File: config.mk
export PLATFORM = sky130hd
export DESIGN_NAME = neuron_mac
export DESIGN_NICKNAME = d
export VERILOG_FILES = /design/src/rtl/nn_pkg.sv /design/src/rtl/nn_shift_sat.sv /design/src/rtl/neuron_mac.sv
export SDC_FILE = /design/constraint.sdc
export NUM_CORES = 1
export LEC_CHECK = 0
export CAP_MARGIN = 5
export CORE_MARGIN = 5
export CORE_UTILIZATION = 55
export DETAILED_ROUTE_END_ITERATION = 12
export GPL_ROUTABILITY_DRIVEN = 0
export GPL_TIMING_DRIVEN = 0
export PLACE_DENSITY_LB_ADDON = 0.25
export SKIP_LAST_GASP = 1
export SLEW_MARGIN = 10
export SYNTH_ARGS = -nofsm -noshare
export SYNTH_HDL_FRONTEND = slang
export SYNTH_SLANG_ARGS = --single-unit
File: constraint.sdc
create_clock -name clk -period 11.7 [get_ports clk]
set_input_delay 1.755 -clock clk [delete_from_list [all_inputs] [get_ports clk]]
set_output_delay 1.755 -clock clk [all_outputs]
set_load 0.005 [all_outputs]
File: src/rtl/nn_pkg.sv
// Shared neural-datapath definitions: data width, sigmoid input range and
// the MAC neuron state encoding.
package nn_pkg;
    localparam int DATA_W  = 8;
    localparam int SAT_MAX = 127;
    localparam int SAT_MIN = -127;

    typedef enum logic [1:0] {
        IDLE  = 2'd0,
        ACCUM = 2'd1,
        SCALE = 2'd2,
        OUT   = 2'd3
    } nn_state_t;
endpackage

File: src/rtl/nn_shift_sat.sv
// Combinational scale-and-saturate: arithmetic right shift of a signed
// accumulator, clamped symmetrically to the sigmoid LUT input range.
module nn_shift_sat
    import nn_pkg::*;
#(
    parameter int ACC_W = 24,
    parameter int SHIFT = 4
) (
    input  logic signed [ACC_W-1:0]  acc,
    output logic signed [DATA_W-1:0] z
);

    localparam logic signed [ACC_W-1:0] MAX_V = ACC_W'(SAT_MAX);
    localparam logic signed [ACC_W-1:0] MIN_V = ACC_W'(SAT_MIN);

    // Symmetric clamp: -128 is never produced.
    function automatic logic signed [DATA_W-1:0] sat(input logic signed [ACC_W-1:0] t);
        if (t > MAX_V)
            return DATA_W'(SAT_MAX);
        else if (t < MIN_V)
            return DATA_W'(SAT_MIN);
        else
            return t[DATA_W-1:0];
    endfunction

    logic signed [ACC_W-1:0] shifted;

    always_comb begin
        shifted = acc >>> SHIFT;
        z       = sat(shifted);
    end

endmodule

File: src/rtl/neuron_mac.sv
// Sequential multiply-accumulate neuron: bias plus N_INPUTS x*w products,
// scaled and saturated into the signed input range of the sigmoid stage.
module neuron_mac
    import nn_pkg::*;
#(
    parameter int N_INPUTS = 4,
    parameter int ACC_W    = 24,
    parameter int SHIFT    = 4
) (
    input  logic                     clk,
    input  logic                     rst,
    input  logic                     start,
    input  logic signed [DATA_W-1:0] bias,
    input  logic                     in_valid,
    output logic                     in_ready,
    input  logic signed [DATA_W-1:0] x,
    input  logic signed [DATA_W-1:0] w,
    output logic                     out_valid,
    input  logic                     out_ready,
    output logic signed [DATA_W-1:0] z,
    output logic                     busy
);

    localparam int PROD_W = 2 * DATA_W;
    localparam int CNT_W  = 8;
    localparam logic [CNT_W-1:0] LAST = CNT_W'(N_INPUTS - 1);

    nn_state_t               state_q, state_d;
    logic signed [ACC_W-1:0] acc;
    logic [CNT_W-1:0]        count;
    logic signed [PROD_W-1:0] prod;
    logic signed [ACC_W-1:0] prod_ext;
    logic signed [ACC_W-1:0] bias_scaled;
    logic signed [DATA_W-1:0] z_sat;
    logic                    hs_in;

    always_comb begin
        prod        = x * w;
        prod_ext    = {{(ACC_W-PROD_W){prod[PROD_W-1]}}, prod};
        bias_scaled = {{(ACC_W-DATA_W){bias[DATA_W-1]}}, bias} <<< SHIFT;
    end

    // Handshake flags depend on state only, so no in_valid -> in_ready path.
    assign in_ready  = (state_q == ACCUM);
    assign out_valid = (state_q == OUT);
    assign busy      = (state_q != IDLE);
    assign hs_in     = in_valid && in_ready;

    nn_shift_sat #(
        .ACC_W (ACC_W),
        .SHIFT (SHIFT)
    ) u_shift_sat (
        .acc (acc),
        .z   (z_sat)
    );

    always_comb begin
        state_d = state_q;
        case (state_q)
            IDLE:    if (start) state_d = ACCUM;
            ACCUM:   if (hs_in && count == LAST) state_d = SCALE;
            SCALE:   state_d = OUT;
            OUT:     if (out_ready) state_d = IDLE;
            default: state_d = IDLE;
        endcase
    end

    always_ff @(posedge clk) begin
        if (rst) begin
            state_q <= IDLE;
            acc     <= '0;
            count   <= '0;
            z       <= '0;
        end else begin
            state_q <= state_d;
            case (state_q)
                IDLE: begin
                    if (start) begin
                        acc   <= bias_scaled;
                        count <= '0;
                    end
                end
                ACCUM: begin
                    if (hs_in) begin
                        acc   <= acc + prod_ext;
                        count <= count + 1'b1;
                    end
                end
                SCALE:   z <= z_sat;
                default: ;
            endcase
        end
    end

endmodule

==> run summary, run 1 <==
Max Clk Rate: 0.134 GHz
count of antenna diodes in the layout: 0
number of port buffers: 38
final-layout worst hold slack: 0.465 ns
synthesized instance count: 634
area after detailed placement: 0.00658 mm^2
Critical Path Slowest Stage Cell: and2_1
Worst Max-Slew Pin Slew: 1.10 ns
Avg Inst Size Synth: 9.51 um^2
total iterations of the first detailed-routing run: 4
Clock Pin Slew Worst Setup and Hold Paths: 0.08 ns
total die area: 0.0132 mm^2
boundary pin count: 40
floorplan row count: 38
relative slew slack: 0.269
width of the die: 115 um
DR vias/cell: 5.46
Critical Setup Path Class: input port to register
grt total ovfl: 0
part of the Yosys area used for sequential elements: 0.139
count of buffers added by post-CTS timing repair for setup: 0
placeable core region: 0.0108 mm^2
HPWL after detailed placement: 11.1 mm
result of the run: finished clean
final instance area: 0.00673 mm^2
final routed DRC violation total: 0
CP most frequent cell: fa_1
height of the die: 115 um
number of antenna violations at the first check in global routing: 0
Final nets: 872
Final Hold Fails: 0
Max Transition Viols Final: 0
required time at the endpoint of the critical path: 11.90 ns
flop and latch count out of synthesis: 42
net count of the mapped netlist: 827
Starting Density: 0.559
total routing resource utilization after global routing: 0.217
latest clock arrival within the worst-skew pair: 0.29 ns
Maximum Capacitance Violations: 0
clock tree from TritonCTS: done
Hold WC Path Type: register to register
Tmin final: 7.47 ns
TNS Setup: 0 ns
CP startpoint kind: input port
post-detailed-route count of antenna-violating nets: 0
CTS Root Buffer Type: clkbuf_8
wire length per cell after detailed routing: 15.9 um
final number of setup-violating endpoints: 0
top_reg_cell synth: dfxtp_1
Netlist cell types: 50
Async SR Flop Fraction: 0
post-route clock period utilization: 0.639
unrepaired setup endpoints after global routing: false
H-tree level count: 2
final worst clock skew: 0.00257 ns
count of routing violations after the opening detailed-route iteration: 271
count of flip-flops with a built-in enable after synthesis: 0
CTS Buf Count: 5
netlist area before placement: 0.00603 mm^2
cell breakdown of the critical path: clkdlybuf4s50_1, and2_1, inv_1, fa_1, inv_1, fa_1, fa_1, fa_1, fa_1, ha_1, o21ai_1, o21ai_2, a21oi_4, o21ai_2, a211oi_2, xnor2_1, a2111oi_2
cells resized by post-CTS repair: 0
pin count of the biggest net entering global routing: 18
share of final-layout standard cells stronger than drive strength 1: 0.0309
Crit path largest cell delay: 0.82 ns
number of warnings printed during yosys synthesis: 0
crit-path max FO: 17
vias after detailed routing: 4478
vias in the first global route: 4944
number of buffers inserted for hold repair after clock tree synthesis: 0
global-route wire length before repair: 23.3 mm
buffer levels on the longest clock path: 2
sort of element at the end of the critical path: register
Layout Area Growth over Synthesis: 11.6%
arrival time reported for the critical path endpoint: 7.67 ns
number of clock sinks: 42
drt total wl: 13.0 mm
metrics by stage:
step,instances,worst slack [ns],util
floorplan,634,5.00,-
global placement,812,3.97,0.610
detailed placement,812,3.89,0.610
CTS,820,4.18,0.623
global route,820,3.82,0.623
finish,820,4.23,0.623
worst max-delay path, delay by kind of cell:
family	cells	cell delay [ns]
fa+ha+maj	6	2.91
compound gates	6	1.18
buf+inv	3	0.86
simple gates	1	0.82
xor+xnor	1	0.16
cells in the final DEF, fill, tap and decap left out, types with 9 or more instances in the layout:
master / instances
dfxtp_1: 42
nand3_1: 10
and2_1: 35
a211oi_1: 9
clkdlybuf4s50_1: 38
fa_1: 104
xor2_1: 9
nor2_1: 45
a21o_1: 9
o21ai_0: 10
nand2b_1: 9
xnor2_1: 21
nor3_1: 9
nand2_1: 41
ha_1: 60
mux2i_1: 9
o211ai_1: 10
inv_1: 101
a21oi_1: 30
clkbuf_1: 10
per-layer routing:
metal | vias to the layer above | global-route usage | share of wire
met4 | 0 | 0.0227 | 0.0055
met2 | 53 | 0.389 | 0.53
met5 | - | 0 | 0
met1 | 2258 | 0.295 | 0.44
met3 | 6 | 0.0243 | 0.028
li1 | 2161 | - | -
registers in the layout, indices dropped and copies added, names as in the netlist:
signal and cells:
z 8, state_q 2, count 8, acc 24
final timing paths:
kind / startpoint / to / slack (ns) / cells after the start
worst max-delay path: w[0] / acc[23] / 4.23 / 17
worst min-delay path: acc[1] / acc[1] / 0.46 / 2
worst max register to register: acc[4] / acc[16] / 6.72 / 18
worst min register to register: acc[1] / acc[1] / 0.46 / 2
cell usage after synthesis (all sizes together), types with 2 or more instances:
master | instances | share of area
dfxtp | 42 | 0.14
inv | 101 | 0.063
nand4 | 6 | 0.0062
xnor2 | 21 | 0.031
nor2b | 3 | 0.0031
a41oi | 3 | 0.0044
o21a | 2 | 0.0025
o221a | 2 | 0.0037
o21ai | 16 | 0.015
nand3 | 10 | 0.0083
a211oi | 12 | 0.017
nand2b | 9 | 0.0093
a221o | 2 | 0.0033
ha | 60 | 0.12
buf | 3 | 0.0021
nor4 | 6 | 0.0062
nor3 | 9 | 0.0075
a21oi | 31 | 0.028
mux2i | 9 | 0.015
and3 | 2 | 0.0021
o211ai | 10 | 0.012
a21o | 9 | 0.011
clkbuf | 10 | 0.0062
nand2 | 41 | 0.026
fa | 104 | 0.35
xor2 | 9 | 0.013
and2 | 35 | 0.036
a31oi | 4 | 0.0052
o21bai | 4 | 0.0050
nor2 | 45 | 0.028
final cells by class:
cell class	count	area, um^2
multi-input combinational	477	4750
fill	949	4070
sequential	42	841
inverter	102	383
timing repair buffer	38	380
tap	140	175
clock buffer	6	82.6
clock inverter	2	60.1
buffer	13	50.0
logic make-up (layout without fill, tap and decap cells):
family                   after synthesis  count (layout)  share of synthesized area
AO/OA/AOI/OAI                        100             100                      0.117
XOR/XNOR                              30              30                     0.0436
adder cells (fa/ha/maj)              164             164                      0.470
buffers and inverters                115             161                     0.0718
flip-flops                            42              42                      0.139
multiplexers                          10              10                     0.0168
AND/OR/NAND/NOR                      173             173                      0.142
Power of run 1 is not shown: default switching activity piles up to over one toggle a cycle in this logic, so the estimate is an artifact.
==> run 2: changes to the inputs <==
==> constraint.sdc (replaced) <==
create_clock -name clk -period 7 [get_ports clk]
set_input_delay 1.05 -clock clk [delete_from_list [all_inputs] [get_ports clk]]
set_output_delay 1.05 -clock clk [all_outputs]
set_load 0.005 [all_outputs]
==> run 2 against run 1 <==
Net effect: design area about the same; worst setup slack lost 3.8 ns; routed wire length barely moved; worst hold slack about the same; highest routed layer unchanged; final cell count stayed put; critical endpoint unchanged.
==> run summary, run 2 (synthesized netlist as in run 1, its figures left out) <==
result of the run: finished clean
Critical Setup Path Class: input port to register
count of buffers added by post-CTS timing repair for setup: 0 (unchanged)
width of the die: 115 um (unchanged)
total die area: 0.0132 mm^2 (unchanged)
arrival time reported for the critical path endpoint: 6.72 ns (-0.95 ns)
drt total wl: 13.0 mm (about the same)
buffers plus inverters on the worst setup path: 4 (+1)
wire length per cell after detailed routing: 15.9 um (about the same)
placeable core region: 0.0108 mm^2 (unchanged)
final instance area: 0.00673 mm^2 (about the same)
Starting Density: 0.559 (unchanged)
area after detailed placement: 0.00658 mm^2 (unchanged)
relative slew slack: 0.521 (+0.252)
TNS Setup: 0 ns (unchanged)
Fill cells: 947 (-0.21%)
Maximum Capacitance Violations: 0 (unchanged)
Max Transition Viols Final: 0 (unchanged)
required time at the endpoint of the critical path: 7.20 ns (-4.70 ns)
Layout Area Growth over Synthesis: 11.6% (about the same)
Max Clk Rate: 0.153 GHz
final number of setup-violating endpoints: 0 (unchanged)
clock tree from TritonCTS: done
cell breakdown of the critical path: clkdlybuf4s50_1, nand2_1, inv_1, fa_1, inv_1, fa_1, inv_1, fa_1, fa_1, ha_1, ha_1, a211oi_2, o21ai_1, a31oi_1, nor2b_1, a211oi_2, xnor2_1, a2111oi_2
sort of element at the end of the critical path: register
total routing resource utilization after global routing: 0.217 (unchanged)
grt total ovfl: 0 (unchanged)
final routed DRC violation total: 0 (unchanged)
vias after detailed routing: 4481 (+0.067%)
number of clock sinks: 42 (unchanged)
floorplan row count: 38 (unchanged)
CP most frequent cell: fa_1
buffer levels on the longest clock path: 2 (unchanged)
Critical Path Slowest Stage Cell: clkdlybuf4s50_1
unrepaired setup endpoints after global routing: false
origin of the critical flop-to-flop path: acc[4]
latest clock arrival within the worst-skew pair: 0.29 ns (about the same)
final worst clock skew: 0.00271 ns (+0.000140 ns)
height of the die: 115 um (unchanged)
hold path cells: 2 (unchanged)
dpl ws: -0.108 ns (-3.99 ns)
Clock Pin Slew Worst Setup and Hold Paths: 0.08 ns (about the same)
worst reg2reg path endpoint: acc[16]
final-layout worst hold slack: 0.465 ns (+0.0000610 ns)
Final Hold Fails: 0 (unchanged)
Tmin final: 6.53 ns
CTS Buf Count: 5 (unchanged)
post-route clock period utilization: 0.932
crit-path max FO: 8 (-9)
CP startpoint kind: input port
Crit path max-delay family: adder cells
number of antenna violations at the first check in global routing: 0 (unchanged)
boundary pin count: 40 (unchanged)
registers with the most flip-flops: acc (24), count (8), z (8)
Crit path largest cell delay: 0.65 ns (-0.17 ns)
pin count of the biggest net entering global routing: 18 (unchanged)
share of final-layout standard cells stronger than drive strength 1: 0.0338 (+0.00294)
Hold Crit Endpoint: acc[1]
register area: 841 um^2 (unchanged)
H-tree level count: 2 (unchanged)
vias in the first global route: 4944 (unchanged)
HPWL after detailed placement: 11.1 mm (unchanged)
worst setup margin: 0.475 ns (-3.75 ns)
multi-input gate area in the final layout: 0.00476 mm^2 (about the same)
post-detailed-route count of antenna-violating nets: 0 (unchanged)
total iterations of the first detailed-routing run: 4 (unchanged)
global-route wire length before repair: 23.3 mm (unchanged)
number of cells on the worst reg-to-reg path: 18 (unchanged)
Final nets: 872 (unchanged)
commonest non-fill, non-tap cells in the layout: fa_1, inv_1, ha_1
Worst Max-Slew Pin Slew: 0.717 ns (-0.380 ns)
commonest non-fill, non-tap cell in the layout: fa_1
count of antenna diodes in the layout: 0 (unchanged)
CTS Root Buffer Type: clkbuf_8
register-to-register path setup slack: 2.02 ns (-4.70 ns)
Hold WC Path Type: register to register
count of routing violations after the opening detailed-route iteration: 271 (unchanged)
register with the highest flop count: acc
max reg flops: 24 (unchanged)
DR vias/cell: 5.46 (about the same)
number of port buffers: 38 (unchanged)
hold path startpoint: acc[1]
run 2: cell types whose count changed in the layout (fill, tap and decap cells not counted):
| cell | change |
|---|---|
| and2_1 | -2 |
| and2_2 | +2 |
run 2: worst min-delay path: cells and delay by family (launching register included):
kind,cells,cell delay [ns]
AO/OA/AOI/OAI,1,0.05
AND/OR/NAND/NOR,1,0.05
flip-flops,1,0.32
run 2: worst max path at each step:
| stage | from | end | cells after the start |
|---|---|---|---|
| after floorplan | w[1] | acc[18] | 15 |
| after global placement | w[0] | acc[23] | 17 |
| after detailed placement | w[0] | acc[23] | 17 |
| after CTS | w[0] | acc[23] | 17 |
| after global routing | w[2] | acc[22] | 17 |
| final | w[2] | acc[23] | 18 |
run 2: cell type report:
type	count	area share
clock inverters	2	0.00893
inverters	102	0.0569
multi-input cells	477	0.707
clock buffers	6	0.0123
well taps	140	0.0260
flip-flops and latches	42	0.125
repair buffers	38	0.0565
plain buffers	13	0.00744
run 2: repair_timing:
| item | in CTS | in global routing |
|---|---|---|
| gates resized for setup | 0 | 2 |
| setup endpoints to repair | 0 | 6 |
| hold buffers | 0 | 0 |
run 2: per-layer routing:
metal | share of wire | track usage | up-vias
li1 | - | - | 2160
met1 | 0.44 | 0.295 | 2262
met2 | 0.53 | 0.389 | 53
met3 | 0.028 | 0.0243 | 6
met4 | 0.0055 | 0.0227 | 0
met5 | 0 | 0 | -
run 2: per-stage QoR:
| stage | instances | utilization |
|---|---|---|
| final | 820 | 0.623 |
| after global routing | 820 | 0.623 |
| after CTS | 820 | 0.623 |
| after detailed placement | 812 | 0.610 |
| after global placement | 812 | 0.610 |
| after floorplan | 634 | - |
Power of run 2 is left out for the same reason.
==> run 3: changes to the inputs <==
--- a/config.mk
+++ b/config.mk
@@ -5,8 +5,8 @@
 export SDC_FILE = /design/constraint.sdc
 export NUM_CORES = 1
 export LEC_CHECK = 0
-export CAP_MARGIN = 5
-export CORE_MARGIN = 5
+export CAP_MARGIN = 30
+export CORE_MARGIN = 2
 export CORE_UTILIZATION = 55
 export DETAILED_ROUTE_END_ITERATION = 12
 export GPL_ROUTABILITY_DRIVEN = 0
==> run 3 against run 2 <==
Net effect: maximum frequency is 1.1% lower; flip-flop and latch count stayed put; routed wire length decreased by 0.17%; critical endpoint unchanged; core utilization grew 0.090 points; non-clock buffer count rose by 1; clock skew grew 0.0041 ns; critical path type unchanged.
==> run summary, run 3 (synthesized netlist as in run 1, its figures left out) <==
number of antenna violations at the first check in global routing: 0 (unchanged)
pin count of the biggest net entering global routing: 18 (unchanged)
post-route clock period utilization: 0.943 (+0.0105)
final number of setup-violating endpoints: 0 (unchanged)
dpl ws: -0.139 ns (-0.0312 ns)
relative slew slack: 0.547 (+0.0264)
vias in the first global route: 4848 (-1.9%)
TNS Setup: 0 ns (unchanged)
clock tree from TritonCTS: done
drt total wl: 13.0 mm (-0.17%)
height of the die: 109 um (-5.2%)
Max Clk Rate: 0.152 GHz (-1.1%)
count of antenna diodes in the layout: 0 (unchanged)
Layout Area Growth over Synthesis: 11.3%
Starting Density: 0.561 (+0.00247)
unrepaired setup endpoints after global routing: false
final worst clock skew: 0.00677 ns (+0.00406 ns)
count of buffers added by post-CTS timing repair for setup: 0 (unchanged)
floorplan row count: 38 (unchanged)
arrival time reported for the critical path endpoint: 6.80 ns (+0.08 ns)
Final Hold Fails: 0 (unchanged)
fin cells: 821 (+0.12%)
total routing resource utilization after global routing: 0.244 (+0.0269)
wire length per cell after detailed routing: 15.8 um (-0.29%)
number of buffers inserted for hold repair after clock tree synthesis: 0 (unchanged)
result of the run: finished clean
final routed DRC violation total: 0 (unchanged)
CTS Root Buffer Type: clkbuf_8
crit-path max FO: 8 (unchanged)
DR vias/cell: 5.52 (+0.95%)
Max Transition Viols Final: 0 (unchanged)
Critical Path Slowest Stage Cell: clkdlybuf4s50_1
share of final-layout standard cells stronger than drive strength 1: 0.0338 (-0.0000497)
commonest non-fill, non-tap cells in the layout: fa_1, inv_1, ha_1
post-detailed-route count of antenna-violating nets: 0 (unchanged)
final-layout worst hold slack: 0.465 ns (-0.00000700 ns)
width of the die: 109 um (-5.2%)
number of port buffers: 38 (unchanged)
H-tree level count: 2 (unchanged)
CP startpoint kind: input port
placeable core region: 0.0107 mm^2 (-0.44%)
sort of element at the end of the critical path: register
registers with the most flip-flops: acc (24), count (8), z (8)
worst setup margin: 0.401 ns (-0.0737 ns)
CP most frequent cell: fa_1
required time at the endpoint of the critical path: 7.20 ns (about the same)
Tmin final: 6.60 ns (+0.0737 ns)
cell breakdown of the critical path: clkdlybuf4s50_1, nand2_1, inv_1, fa_1, inv_1, fa_1, inv_1, fa_1, fa_1, ha_1, ha_1, a211oi_2, o21ai_1, a31oi_1, nor2b_1, a211oi_2, xnor2_1, a2111oi_2
register with the highest flop count: acc
global-route wire length before repair: 22.8 mm (-2.3%)
total iterations of the first detailed-routing run: 4 (unchanged)
buffer levels on the longest clock path: 2 (unchanged)
total die area: 0.0118 mm^2 (-10%)
Clock Pin Slew Worst Setup and Hold Paths: 0.08 ns (about the same)
Critical Setup Path Class: input port to register
number of clock sinks: 42 (unchanged)
max reg flops: 24 (unchanged)
boundary pin count: 40 (unchanged)
Hold WC Path Type: register to register
cells resized by post-CTS repair: 0 (unchanged)
vias after detailed routing: 4529 (+1.1%)
Worst Max-Slew Pin Slew: 0.677 ns (-0.0395 ns)
commonest non-fill, non-tap cell in the layout: fa_1
Fill cells: 949 (+0.21%)
latest clock arrival within the worst-skew pair: 0.30 ns (about the same)
CTS Buf Count: 5 (unchanged)
HPWL after detailed placement: 11.0 mm (-0.40%)
Crit path largest cell delay: 0.67 ns (+0.02 ns)
placed cells: 813 (+0.12%)
Final nets: 873 (+0.11%)
count of routing violations after the opening detailed-route iteration: 271 (unchanged)
Maximum Capacitance Violations: 0 (unchanged)
grt total ovfl: 0 (unchanged)
## run 3: area by class of cell
type	count	area (um^2)	area share
Timing Repair Buffer	39	395	0.0589
Tap cell	140	175	0.0261
Clock buffer	5	68.8	0.0103
Inverter	102	383	0.0571
Buffer	13	50.0	0.00746
Sequential cell	42	841	0.125
Clock inverter	3	40.0	0.00597
Multi-Input combinational cell	477	4760	0.709
## run 3: metal layers
layer / vias up / wire (um) / global-route usage / part of all wire
met4: 0 / 261 / 0.0540 / 0.020
li1: 2156 / - / - / -
met2: 88 / 6590 / 0.436 / 0.51
met3: 29 / 393 / 0.0299 / 0.030
met1: 2256 / 5740 / 0.319 / 0.44
met5: - / 0 / 0 / 0
## run 3: worst max-delay path, delay by kind of cell
| family | cells | cell delay, ns |
|---|---|---|
| compound gates | 5 | 1.21 |
| fa+ha+maj | 6 | 2.68 |
| simple gates | 2 | 0.28 |
| xor+xnor | 1 | 0.15 |
| buf+inv | 4 | 1.41 |
## run 3: worst paths after layout
path / startpoint / to / slack [ns] / depth (start not counted)
min: acc[1] / acc[1] / 0.46 / 2
max: w[2] / acc[23] / 0.40 / 18
min reg2reg: acc[1] / acc[1] / 0.46 / 2
max reg2reg: acc[4] / acc[16] / 1.95 / 18
## run 3: per-stage QoR
stage	utilization	instance area, um^2
2_1_floorplan	-	6030
3_3_place_gp	0.613	6580
3_5_place_dp	0.614	6600
4_1_cts	0.624	6710
5_1_grt	0.624	6710
6_report	0.624	6710
Power of run 3 is left out for the same reason.
